## config.mk

```make
export PLATFORM = sky130hd
export DESIGN_NAME = script_sequencer
export DESIGN_NICKNAME = d
export VERILOG_FILES = /design/src/rtl/script_sequencer.sv
export SDC_FILE = /design/constraint.sdc
export NUM_CORES = 1
export LEC_CHECK = 0
export ABC_AREA = 1
export CORE_ASPECT_RATIO = 0.6
export CORE_MARGIN = 3
export CORE_UTILIZATION = 45
export DETAILED_ROUTE_END_ITERATION = 6
export PLACE_DENSITY = 0.7
export SLEW_MARGIN = 20
export SYNTH_ARGS = -nofsm -noshare
export SYNTH_HDL_FRONTEND = slang
export SYNTH_SLANG_ARGS = --single-unit
```

## constraint.sdc

```tcl
create_clock -name clk -period 5.2 [get_ports clk]
set_input_delay 0.52 -clock clk [delete_from_list [all_inputs] [get_ports clk]]
set_output_delay 0.52 -clock clk [all_outputs]
set_load 0.01 [all_outputs]
```

## src/rtl/script_sequencer.sv

```systemverilog
// Script sequencer for the kitchen script engine: fetches 16-bit words from a
// synchronous ROM and runs action, jump, timed wait and wait-until instructions.
module script_sequencer #(
    parameter int ADDR_W         = 8,
    parameter int TICKS_PER_UNIT = 100
) (
    input  logic              clk,
    input  logic              rst,
    input  logic              start,
    input  logic              stop,
    input  logic              ms_tick,
    input  logic [7:0]        feedback_sig,
    output logic [ADDR_W-1:0] rom_addr,
    input  logic [15:0]       rom_data,
    output logic              act_valid,
    input  logic              act_ready,
    output logic [1:0]        act_type,
    output logic [7:0]        act_data,
    output logic [ADDR_W-1:0] pc,
    output logic              busy,
    output logic              done,
    output logic [2:0]        dbg_state,
    output logic [15:0]       dbg_wait_cnt
);

    localparam logic [2:0] S_IDLE   = 3'd0;
    localparam logic [2:0] S_FETCH  = 3'd1;
    localparam logic [2:0] S_DECODE = 3'd2;
    localparam logic [2:0] S_ACT    = 3'd3;
    localparam logic [2:0] S_WAIT_T = 3'd4;
    localparam logic [2:0] S_WAIT_S = 3'd5;
    localparam logic [2:0] S_DONE   = 3'd6;

    logic [2:0]        state;
    logic [2:0]        ir_sign;
    logic [15:0]       wait_cnt;
    logic [15:0]       wait_target;

    logic [7:0]        d_num;
    logic [2:0]        d_sign;
    logic [1:0]        d_func;
    logic [2:0]        d_op;
    logic              sel_dec;
    logic              sel_ir;
    logic              jump_taken;
    logic [ADDR_W-1:0] pc_inc;
    logic [ADDR_W-1:0] jump_pc;
    logic              unused_fb;

    function automatic logic sel_of(input logic [2:0] s, input logic [7:0] fb);
        case (s)
            3'd0:    sel_of = fb[2];
            3'd1:    sel_of = fb[3];
            3'd2:    sel_of = fb[4];
            3'd3:    sel_of = fb[5];
            default: sel_of = 1'b0;
        endcase
    endfunction

    assign d_num   = rom_data[15:8];
    assign d_sign  = rom_data[7:5];
    assign d_func  = rom_data[4:3];
    assign d_op    = rom_data[2:0];
    assign sel_dec = sel_of(d_sign, feedback_sig);
    assign sel_ir  = sel_of(ir_sign, feedback_sig);
    assign pc_inc  = pc + ADDR_W'(1);
    assign jump_pc = ADDR_W'(d_num);
    assign unused_fb = ^{feedback_sig[7:6], feedback_sig[1:0]};

    always_comb begin
        jump_taken = 1'b0;
        case (d_func)
            2'b00:   jump_taken = 1'b1;
            2'b01:   jump_taken = sel_dec;
            2'b10:   jump_taken = ~sel_dec;
            default: jump_taken = 1'b0;
        endcase
    end

    assign busy         = (state != S_IDLE) && (state != S_DONE);
    assign dbg_state    = state;
    assign dbg_wait_cnt = wait_cnt;

    // Action handshake: act_valid rises on entry to ACT and act_type/act_data
    // hold until the cycle where act_valid && act_ready, after which it drops.
    // rom_addr always moves together with pc so the ROM word arrives in DECODE.
    always_ff @(posedge clk or posedge rst) begin
        if (rst) begin
            state       <= S_IDLE;
            pc          <= '0;
            rom_addr    <= '0;
            act_valid   <= 1'b0;
            act_type    <= 2'b00;
            act_data    <= 8'h00;
            done        <= 1'b0;
            wait_cnt    <= 16'd0;
            wait_target <= 16'd0;
            ir_sign     <= 3'd0;
        end else if (stop) begin
            state     <= S_IDLE;
            act_valid <= 1'b0;
            wait_cnt  <= 16'd0;
            done      <= 1'b0;
        end else begin
            case (state)
                S_IDLE: begin
                    if (start) begin
                        pc       <= '0;
                        rom_addr <= '0;
                        state    <= S_FETCH;
                    end
                end
                S_FETCH: begin
                    rom_addr <= pc;
                    state    <= S_DECODE;
                end
                S_DECODE: begin
                    ir_sign <= d_sign;
                    case (d_op)
                        3'b001: begin
                            act_type  <= d_func;
                            act_data  <= d_num;
                            act_valid <= 1'b1;
                            state     <= S_ACT;
                        end
                        3'b010: begin
                            pc       <= jump_taken ? jump_pc : pc_inc;
                            rom_addr <= jump_taken ? jump_pc : pc_inc;
                            state    <= S_FETCH;
                        end
                        3'b011: begin
                            if (d_func == 2'b00) begin
                                wait_target <= 16'(d_num) * 16'(TICKS_PER_UNIT);
                                wait_cnt    <= 16'd0;
                                state       <= S_WAIT_T;
                            end else if (d_func == 2'b01) begin
                                state <= S_WAIT_S;
                            end else begin
                                pc       <= pc_inc;
                                rom_addr <= pc_inc;
                                state    <= S_FETCH;
                            end
                        end
                        3'b111: begin
                            done  <= 1'b1;
                            state <= S_DONE;
                        end
                        default: begin
                            pc       <= pc_inc;
                            rom_addr <= pc_inc;
                            state    <= S_FETCH;
                        end
                    endcase
                end
                S_ACT: begin
                    if (act_ready) begin
                        act_valid <= 1'b0;
                        pc        <= pc_inc;
                        rom_addr  <= pc_inc;
                        state     <= S_FETCH;
                    end
                end
                S_WAIT_T: begin
                    // Match is tested before counting, so a tick on the match cycle is dropped.
                    if (wait_cnt == wait_target) begin
                        pc       <= pc_inc;
                        rom_addr <= pc_inc;
                        state    <= S_FETCH;
                    end else if (ms_tick) begin
                        wait_cnt <= wait_cnt + 16'd1;
                    end
                end
                S_WAIT_S: begin
                    if (sel_ir) begin
                        pc       <= pc_inc;
                        rom_addr <= pc_inc;
                        state    <= S_FETCH;
                    end
                end
                S_DONE: begin
                    if (start) begin
                        done     <= 1'b0;
                        pc       <= '0;
                        rom_addr <= '0;
                        state    <= S_FETCH;
                    end
                end
                default: state <= S_IDLE;
            endcase
        end
    end

endmodule

```

# Word-level counts from Yosys, hierarchy flattened
# Index checks and enable logic that the tools add are counted.
# W data, S select, Z words.
# word_totals
ff_bits	63
inputBits	30
romBits	0
latch_bits	0
out_inout_bits	48
mem_count	0
word_cells	111
ramBits	0
# classes
add_sub_neg	2
n_eq_ne	38
mul	1
n_bitwise	2
n_reduce_logical	22
n_lt_le_gt_ge	0
n_div	0
shift	0
n_mux	36
# ops
operator	n
$mux W16	5
$mux W8	7
$pmux W8 S6	1
$pmux W8 S5	1
$ne A3 B3 Y1 const B	11
$pmux W16 S2	1
$eq A3 B2 Y1 const B	8
$pmux W8 S3	1
$mux W3	7
$pmux W3 S6	1
$reduce_and A9 Y1	2
$add A16 B1 Y16 const B	1
$eq A16 B15 Y1	1
$mul A8 B5 Y13 const B	1
$eq A3 B1 Y1 const B	4
$eq A3 B3 Y1 const B	4
$reduce_bool A3 Y1	4
$logic_not A3 Y1	3
$pmux W3 S3	1
$reduce_and A3 Y1	3
$add A8 B1 Y8 const B	1
$ne A2 B2 Y1 const B	4
$pmux W1 S4	2
$reduce_and A4 Y1	2
16 further kinds	25

# Longest topological paths before layout
# Gate-level depths: netlist of run 1.
# depth
ltp_word	7
ltp_mapped	15
ltp_nobuf	15

# Worst setup path after synthesis of run 1
# No wires, ideal clock.
# synth_timing
path_kind	input-to-reg
from	input port rom_data[10]
to	register wait_target[14]
n_path_buf	0
required_time_ns	5.083
setup_ns	0.117
stages	11
arrival_time_ns	2.656
setup_slack_ns	2.426
path_cell_list	ha_1 > ha_1 > fa_1 > ha_1 > a21oi_1 > o21ai_0 > nand4_1 > nand2_1 > or2_2 > nand3_1 > nand2_1
# synth_between
elab_chain_cells	1
# synth_lines
item	line	rtl
start, declared	14	input logic [15:0] rom_data,
$mul A8 B5 Y13	133	wait_target <= 16'(d_num) * 16'(TICKS_PER_UNIT);
end signal, assigned	133	
end, declared	37	logic [15:0] wait_target;
# No other way between the ends.
# A chain may end at the register's enable or synchronous reset.

# Final worst setup path of run 1
# layout_timing
from	input port rom_data[9]
to	register wait_target[12]
# The elaborated chain is that of the path after synthesis.

==> results.cfg, run 1 <==
[outcome]
status = finished clean

[die]
die_width_um = 136
ios = 78
die_area_mm2 = 0.0114
initial_core_util_pct = 47.9
coreArea_mm2 = 0.00953
row_count = 27
fp.dieH_um = 84.0

[finish]
drive_above_1_share_pct = 6.51
fill_cells = 882
fin_nets = 783
area_delta_synth_final_pct = 25.5
multi_input_area_mm2 = 0.00261
antennaDiodeCount = 0
seq_area_mm2 = 0.00158

[placement]
portBuffers = 73
gp_congestion = 0.957
dp_hpwl_mm = 10.1

[synth]
ys_ff_latch = 63
ys.flop_type = dfrtp_1
ys_top_cells_by_area = dfrtp_1 35%, nand2_1 18%, ha_1 8.8%
ys_types = 39
yosysSeqAreaShare_pct = 34.6
ys_warn_count = 0
async_flop_share_pct = 100
netlist_instances = 643
synth_top_area_share_pct = 34.6
synth_edf_count = 0
syn_nets = 708
syn_area_per_cell_um2 = 7.09
synth_area_mm2 = 0.00456
yosysTopAreaCell = dfrtp_1

[timing]
hold_violations = 0
grt_setup_unrepaired = false
tightestPinTransition_ns = 0.952
min_period_over_period_pct = 64.5
max_freq_mhz = 298
slew_violations = 0
min_period_ns = 3.35
setup_violations = 0
fin_skew_ns = 0.00715
relSlewSlack_pct = 36.3
holdWs_ns = 0.483
setup_tns_ns = 0

[hold_path]
min_to = rom_addr[5]
min_from = rom_addr[5]
hold_depth = 2
hold_path_class = reg -> reg

[detailed_routing]
wl_mm = 13.5
drt_pass1_iterations = 6
vias = 4673
drt_iter0_markers = 623
drt-vias-per-instance = 5.48
drcViolationCount = 0
drt-wirelength-per-cell_um = 15.8
detail-route-antenna-nets = 0

[critical_path]
path_delay_family = adder cells
arrival_ns = 3.57
r2r_setup_slack_ns = 2.43
crit_chain = clkdlybuf4s50_1 > ha_1 > ha_1 > ha_1 > inv_1 > fa_1 > inv_1 > a21oi_1 > o21ai_0 > nand2_1 > nand2_1 > nand2_1 > nand2_1 > a21oi_1 > o21ai_0 > nand2_1
r2r-end = wait_target[12]
reg2regPathDepth = 9
start_kind = input port
crit_path_max_incr_delay_ns = 0.61
crit_slowest_cell = clkdlybuf4s50_1
setup.worst_path.end_class = flip-flop
cp_common_cell = nand2_1
required_ns = 5.42
r2r_start = dbg_state[2]
crit_buf_inv = 3
crit_type = in -> reg
path_max_fanout = 4

[power]
p_total_mw = 2.28
power_density_mw_per_mm2 = 398
leakage_nw = 2.86
vdd_drop_max_mv = 0.188

[clock_network]
postCtsHoldBufs = 0
cts_made_buffers = 9
cts_tree = yes
cts_setup_buffers = 0
clk_pin_slew_ns = 0.06
cts.sinks = 63
clock_latency_ns = 0.34
clock_path_buffers = 2
cts_root_buf = clkbuf_16
ctsResizeCount = 0
htreeDepth = 3

[global_route]
antenna_found_initial = 0
grt_overflow = 0
grt_pass1_wl_mm = 22.1
grt_start_max_net_pins = 64
grt_pass1_vias = 4321
grt_usage_pct = 24.4

[run]
maxCapViolCount = 0
## power by group
group          internal [mW]  total, mW  switching (mW)
combinational          0.380      0.905           0.526
clock                  0.428      0.650           0.221
sequential             0.614      0.725           0.111
total                   1.42       2.28           0.858
## worst max-delay path by stage
| stage | endpoint | cells after the start | startpoint |
|---|---|---|---|
| after CTS | wait_target[12] | 16 | rom_data[9] |
| after detailed placement | wait_target[12] | 16 | rom_data[9] |
| after floorplan | wait_target[14] | 11 | rom_data[10] |
| final | wait_target[12] | 16 | rom_data[9] |
| after global routing | wait_target[12] | 16 | rom_data[9] |
| after global placement | wait_target[12] | 16 | rom_data[9] |
## logic make-up (layout without fill, tap and decap cells)
group,after synthesis,in the layout,share of synthesized area (%)
and+or+nand+nor,374,374,36.6
buffers and inverters,97,176,8.26
DFF,63,63,34.6
AOI/OAI and AO/OA,56,56,6.88
adders and majority gates,35,35,10.1
xor gates and xnor gates,16,16,3.07
muxes,2,2,0.494
## worst min-delay path: cells and delay by family (launching register included)
| family | cells | cell delay, ns |
|---|---|---|
| flip-flops | 1 | 0.34 |
| AND/OR/NAND/NOR | 2 | 0.11 |
## metrics by stage
stage               utilization [%]  cell area [µm²]  cells  worst slack, ns
finish                         60.1             5730    852             1.85
CTS                            60.1             5730    852             1.84
global placement               56.8             5410    837             1.64
detailed placement             56.8             5410    837             1.49
global route                   60.1             5730    852             1.62
floorplan                         -             4560    643             2.43
## Yosys cell counts, types with 3 or more instances
cell / count
clkbuf_1: 4
nand2_2: 4
nor4_1: 5
o21ai_1: 6
o21ai_0: 27
buf_2: 4
dfrtp_1: 63
nand3_1: 65
xnor2_1: 3
inv_2: 8
a31oi_1: 4
nand4_1: 15
nor2_4: 4
nand2_1: 214
nor3_1: 19
fa_1: 3
nor2_1: 35
xor2_1: 13
inv_1: 78
ha_1: 32
a21oi_1: 11
## state kept, by name, indices dropped and copies added (netlist names)
register	flops
act_data	8
done	1
dbg_state	3
pc	8
ir_sign	3
wait_target	13
dbg_wait_cnt	16
act_valid	1
act_type	2
rom_addr	8
## layout by cell type, fill, tap and decap left out, drive strengths merged, types with 3 or more instances in the layout
master         instances
a21oi                 13
a31oi                  4
clkbuf                11
clkdlybuf4s50         73
clkinv                 3
dfrtp                 63
fa                     3
ha                    32
inv                   86
nand2                219
nand3                 68
nand4                 16
nor2                  41
nor3                  21
nor4                   5
o21ai                 33
xnor2                  3
xor2                  13
## routing by layer
layer | GRT usage, % | part of all wire, % | vias up
met3 | 5.60 | 9.7 | 30
met4 | 6.68 | 1.6 | 0
li1 | - | - | 2240
met1 | 37.2 | 47 | 2190
met5 | 0 | 0 | -
met2 | 34.4 | 41 | 213
## final cells by class
class	count	share of cell area (%)
multi-input combinational	483	45.6
tap	130	2.84
clock buffer	11	4.24
inverter	87	5.70
clock inverter	4	1.22
sequential	63	27.5
timing repair buffer	74	12.9
Note: power is estimated with default switching activity, not from simulation.
==> run 2, diff against run 1 <==
- PLACE_DENSITY: 0.7 -> 0.72
- clock period: 5.2 -> 3 ns (I/O delays scaled with it)
==> run 2 against run 1 <==
  * Count of clock-buffer cells in the layout is 2 higher
  * Global-route usage is essentially flat
  * Clock skew rose by 0.0023 ns
  * Sequential share of layout area decreased by 0.54 points
  * Critical path type unchanged
  * Critical endpoint is now wait_target[13]
  * Largest cell class unchanged
==> results.cfg, run 2 (synthesized netlist as in run 1, its figures left out) <==
[outcome]
status = finished clean

[finish]
final_cell_mix = 214 x nand2_1, 77 x inv_1, 73 x clkdlybuf4s50_1, 65 x nand3_1, 63 x dfrtp_1
area_delta_synth_final_pct = 28.0
drive_above_1_share_pct = 8.93
largest_reg_flops = 16
fin_nets = 801
antennaDiodeCount = 0
mostFrequentLayoutCell = nand2_1
stdcell_count = 869

[detailed_routing]
drt-wirelength-per-cell_um = 15.4
drt-vias-per-instance = 5.37
drcViolationCount = 0
drt_iter0_markers = 529
detail-route-antenna-nets = 0
wl_mm = 13.4
vias = 4663
drt_pass1_iterations = 5

[power]
power_switching_mw = 1.49
p_seq_share_pct = 32.5
leakage_nw = 2.94
p_int_mw = 2.36
pwr-share-clk_pct = 25.0
p_sw_share_pct = 38.6
power_density_mw_per_mm2 = 660
vdd_drop_max_mv = 0.331
p_total_mw = 3.85
pwr-share-comb_pct = 42.4

[clock_network]
htreeDepth = 3
clk_pin_slew_ns = 0.05
cts_setup_buffers = 0
ctsResizeCount = 0
cts.sinks = 63
cts_made_buffers = 9
cts_root_buf = clkbuf_16
postCtsHoldBufs = 0
clock_path_buffers = 2
cts_tree = yes
clock_latency_ns = 0.34

[timing]
min_period_ns = 2.87
slew_violations = 0
hold_violations = 0
fin_skew_ns = 0.00944
relSlewSlack_pct = 55.6
tightestPinTransition_ns = 0.665
max_freq_mhz = 349
setup_violations = 0
min_period_over_period_pct = 95.5

[critical_path]
required_ns = 3.24
setup.worst_path.end_class = flip-flop
crit_type = in -> reg
arrival_ns = 3.11
path_max_fanout = 4
start_kind = input port

[die]
die_width_um = 136
row_count = 27
die_area_mm2 = 0.0114
ios = 78
fp.dieH_um = 84.0
initial_core_util_pct = 47.9
coreArea_mm2 = 0.00953

[global_route]
grt_overflow = 0
antenna_found_initial = 0
grt_pass1_vias = 4368
grt_pass1_wl_mm = 22.1
grt_usage_pct = 24.4
grt_start_max_net_pins = 36

[placement]
dp_hpwl_mm = 10.4
gp_congestion = 0.958
portBuffers = 73
dp.cells = 855

[run]
maxCapViolCount = 0

[hold_path]
hold_path_class = in -> async
-- run 2: worst max-delay path, stage by stage --
cell and delay [ns]:
clkdlybuf4s50_1 0.47, ha_1 0.33, ha_1 0.32, fa_1 0.47, ha_1 0.38, nand2_1 0.09
nand2_1 0.06, a31oi_2 0.20, inv_1 0.10, nand4_1 0.10, nand3_1 0.08, a31oi_1 0.20
-- run 2: routing by layer --
layer  global-route usage [%]  wire (µm)
met5                        0          0
met4                     6.95        177
met3                     6.14       1230
met1                     37.6       6600
met2                     33.3       5400
-- run 2: path summary, 6_finish.rpt --
check                      slack (ns)               end  depth (start not counted)         start
max reg2reg                      0.84       rom_addr[4]                         10  dbg_state[2]
max in group asynchronous        1.97  dbg_wait_cnt[12]                          3           rst
max                              0.13   wait_target[13]                         12  rom_data[10]
min reg2reg                      0.48       rom_addr[6]                          2   rom_addr[6]
min                              0.40         act_valid                          2           rst
min in group clk                 0.48       rom_addr[6]                          2   rom_addr[6]
-- run 2: power by group through the flow --
stage,clock (mW),combinational [mW],sequential [mW]
after global routing,1.02,1.80,1.29
final,0.964,1.63,1.25
after floorplan,0,0.839,1.30
after global placement,0,1.55,1.25
after detailed placement,0,1.60,1.26
after CTS,0.975,1.61,1.25
-- run 2: through the flow --
stage               hold slack [ns]  cell area, µm²  setup slack, ns  util [%]  setup TNS (ns)
global placement              0.465            5560           -0.260      58.4          -0.539
floorplan                     0.391            4560            0.446         -               0
global route                  0.459            5840          -0.0229      61.3         -0.0249
detailed placement            0.469            5560           -0.291      58.4          -0.879
finish                        0.400            5840            0.134      61.3               0
CTS                           0.429            5830           0.0372      61.2               0
-- run 2: final cells by class --
cell class,instances,area [µm²]
fillers,865,3690
well taps,130,163
inverters,87,327
repair buffers,92,886
clock buffers,13,260
multi-input cells,483,2620
flip-flops and latches,63,1580
clock inverters,1,5.00
==> run 3, diff against run 2 <==
- CORE_ASPECT_RATIO: 0.6 -> 0.7
- CORE_UTILIZATION: 45 -> 49
- PLACE_DENSITY: 0.72 -> 0.78
==> run 3 against run 2 <==
  * Clock power grew 9%
  * Critical path depth is the same
  * Count of clock-buffer cells in the layout shrank 1
  * Global-route usage grew 1.6 points
  * Critical path type unchanged
  * Highest routed layer unchanged
==> results.cfg, run 3 (synthesized netlist as in run 1, its figures left out) <==
[outcome]
status = finished clean

[die]
die_width_um = 121
coreArea_mm2 = 0.00876
fp.dieH_um = 86.7
initial_core_util_pct = 52.1
die_area_mm2 = 0.0105
ios = 78
row_count = 28

[finish]
stdcell_count = 861
fin_nets = 802
fill_cells = 775
final_cell_mix = 214 x nand2_1, 77 x inv_1, 73 x clkdlybuf4s50_1, 65 x nand3_1, 63 x dfrtp_1
area_delta_synth_final_pct = 28.3
final_cell_area_mm2 = 0.00585
final_util_pct = 66.8
largest_reg_flops = 16
antennaDiodeCount = 0
mostFrequentLayoutCell = nand2_1
drive_above_1_share_pct = 9.18

[clock_network]
cts_root_buf = clkbuf_16
clk_pin_slew_ns = 0.05
cts.sinks = 63
clock_path_buffers = 2
cts_made_buffers = 9
postCtsHoldBufs = 0
clock_latency_ns = 0.33
cts_tree = yes
htreeDepth = 3

[critical_path]
crit_chain = clkdlybuf4s50_1 > ha_1 > ha_1 > fa_1 > ha_1 > a21oi_1 > o21ai_2 > nand4_1 > nand2_1 > or2_2 > nand3_1 > nand2_1
reg2regPathDepth = 12
crit_slowest_cell = clkdlybuf4s50_1
required_ns = 3.22
crit_path_max_incr_delay_ns = 0.53
setup.worst_path.end_class = flip-flop
r2r_setup_slack_ns = 0.87
crit_type = in -> reg
r2r-end = dbg_wait_cnt[8]
path_max_fanout = 3
r2r_start = dbg_wait_cnt[0]
arrival_ns = 3.00
start_kind = input port
path_delay_family = adder cells
crit_buf_inv = 1
cp_common_cell = ha_1

[timing]
max_freq_mhz = 359
tightestPinTransition_ns = 0.808
setup_violations = 0
fin_skew_ns = 0.00887
hold_violations = 0
min_period_ns = 2.79
relSlewSlack_pct = 46.1
slew_violations = 0
worst_slack_ns = 0.212
min_period_over_period_pct = 92.9
grt_setup_unrepaired = false

[power]
p_int_mw = 2.45
vdd_drop_max_mv = 0.530
pwr-share-comb_pct = 41.5
p_seq_share_pct = 31.9
power_switching_mw = 1.48
pwr-share-clk_pct = 26.6
power_density_mw_per_mm2 = 672
p_sw_share_pct = 37.7
p_total_mw = 3.93
leakage_nw = 2.95

[hold_path]
hold_depth = 2
min_from = rom_addr[6]
hold_path_class = reg -> reg
min_to = rom_addr[6]

[placement]
dp_hpwl_mm = 9.78
dpl_cell_area_mm2 = 0.00554
post-place-ws_ns = -0.269
gp_congestion = 0.955
dp.cells = 846
portBuffers = 73

[global_route]
antenna_found_initial = 0
grt_pass1_wl_mm = 21.6
grt_pass1_vias = 4355
grt_usage_pct = 26.1
grt_overflow = 0
grt_start_max_net_pins = 64

[detailed_routing]
drt-wirelength-per-cell_um = 15.1
drt_pass1_iterations = 5
drt_iter0_markers = 551
detail-route-antenna-nets = 0
wl_mm = 13.0
vias = 4626
drcViolationCount = 0
drt-vias-per-instance = 5.37

[run]
maxCapViolCount = 0
[run 3: cell count changes in the layout (fill, tap and decap cells not counted), sizes merged]
cell | before | now
buf | 19 | 20
bufinv | 0 | 1
clkbuf | 13 | 12
clkinvlp | 0 | 1
[run 3: metrics by stage]
stage          setup TNS, ns  hold slack [ns]
5_1_grt                    0            0.505
3_3_place_gp          -0.473            0.463
4_1_cts                    0            0.484
6_report                   0            0.479
3_5_place_dp          -0.732            0.471
2_1_floorplan              0            0.391
[run 3: cell type report]
cell class,count,area (µm²),share of cell area [%]
Clock buffer,12,256,4.38
Clock inverter,3,42.5,0.727
Inverter,87,327,5.58
Multi-Input combinational cell,483,2620,44.8
Sequential cell,63,1580,26.9
Tap cell,120,150,2.57
Timing Repair Buffer,93,881,15.1
[run 3: worst reg2reg max path, stage by stage (launching register included)]
cell,delay [ns]
dfrtp_1,0.44
inv_1,0.11
ha_1,0.15
nand2_1,0.09
nor3_1,0.22
nand2_1,0.08
nor2_1,0.10
nand2_1,0.10
nand2_2,0.15
nand3_4,0.23
nand2_4,0.26
nand2_1,0.08
nand2_1,0.07
[run 3: timing repair]
action,CTS,global route
setup endpoints to repair,0,3
setup buffers,0,0
resized for setup,0,3
[run 3: how the worst max path moves through the flow]
stage | start | end | slack (ns) | cells past startpoint
3_3_place_gp | rom_data[11] | wait_target[12] | -0.18 | 16
3_5_place_dp | rom_data[9] | wait_target[12] | -0.27 | 16
4_1_cts | rom_data[9] | wait_target[12] | 0.02 | 16
6_report | rom_data[11] | wait_target[14] | 0.21 | 12
5_1_grt | rom_data[11] | wait_target[11] | 0.005 | 13
2_1_floorplan | rom_data[10] | wait_target[14] | 0.45 | 11
[run 3: layer usage]
metal / GRT usage [%] / share of wire, %
met1: 39.4 / 50
met3: 5.94 / 8.0
met2: 37.9 / 41
met5: 0 / 0
met4: 6.00 / 1.2
[run 3: power groups by stage]
stage / sequential, mW / combinational (mW) / clock [mW]
5_1_grt: 1.28 / 1.81 / 1.11
3_3_place_gp: 1.25 / 1.55 / 0
2_1_floorplan: 1.30 / 0.839 / 0
6_report: 1.25 / 1.63 / 1.05
3_5_place_dp: 1.26 / 1.59 / 0
4_1_cts: 1.25 / 1.61 / 1.06
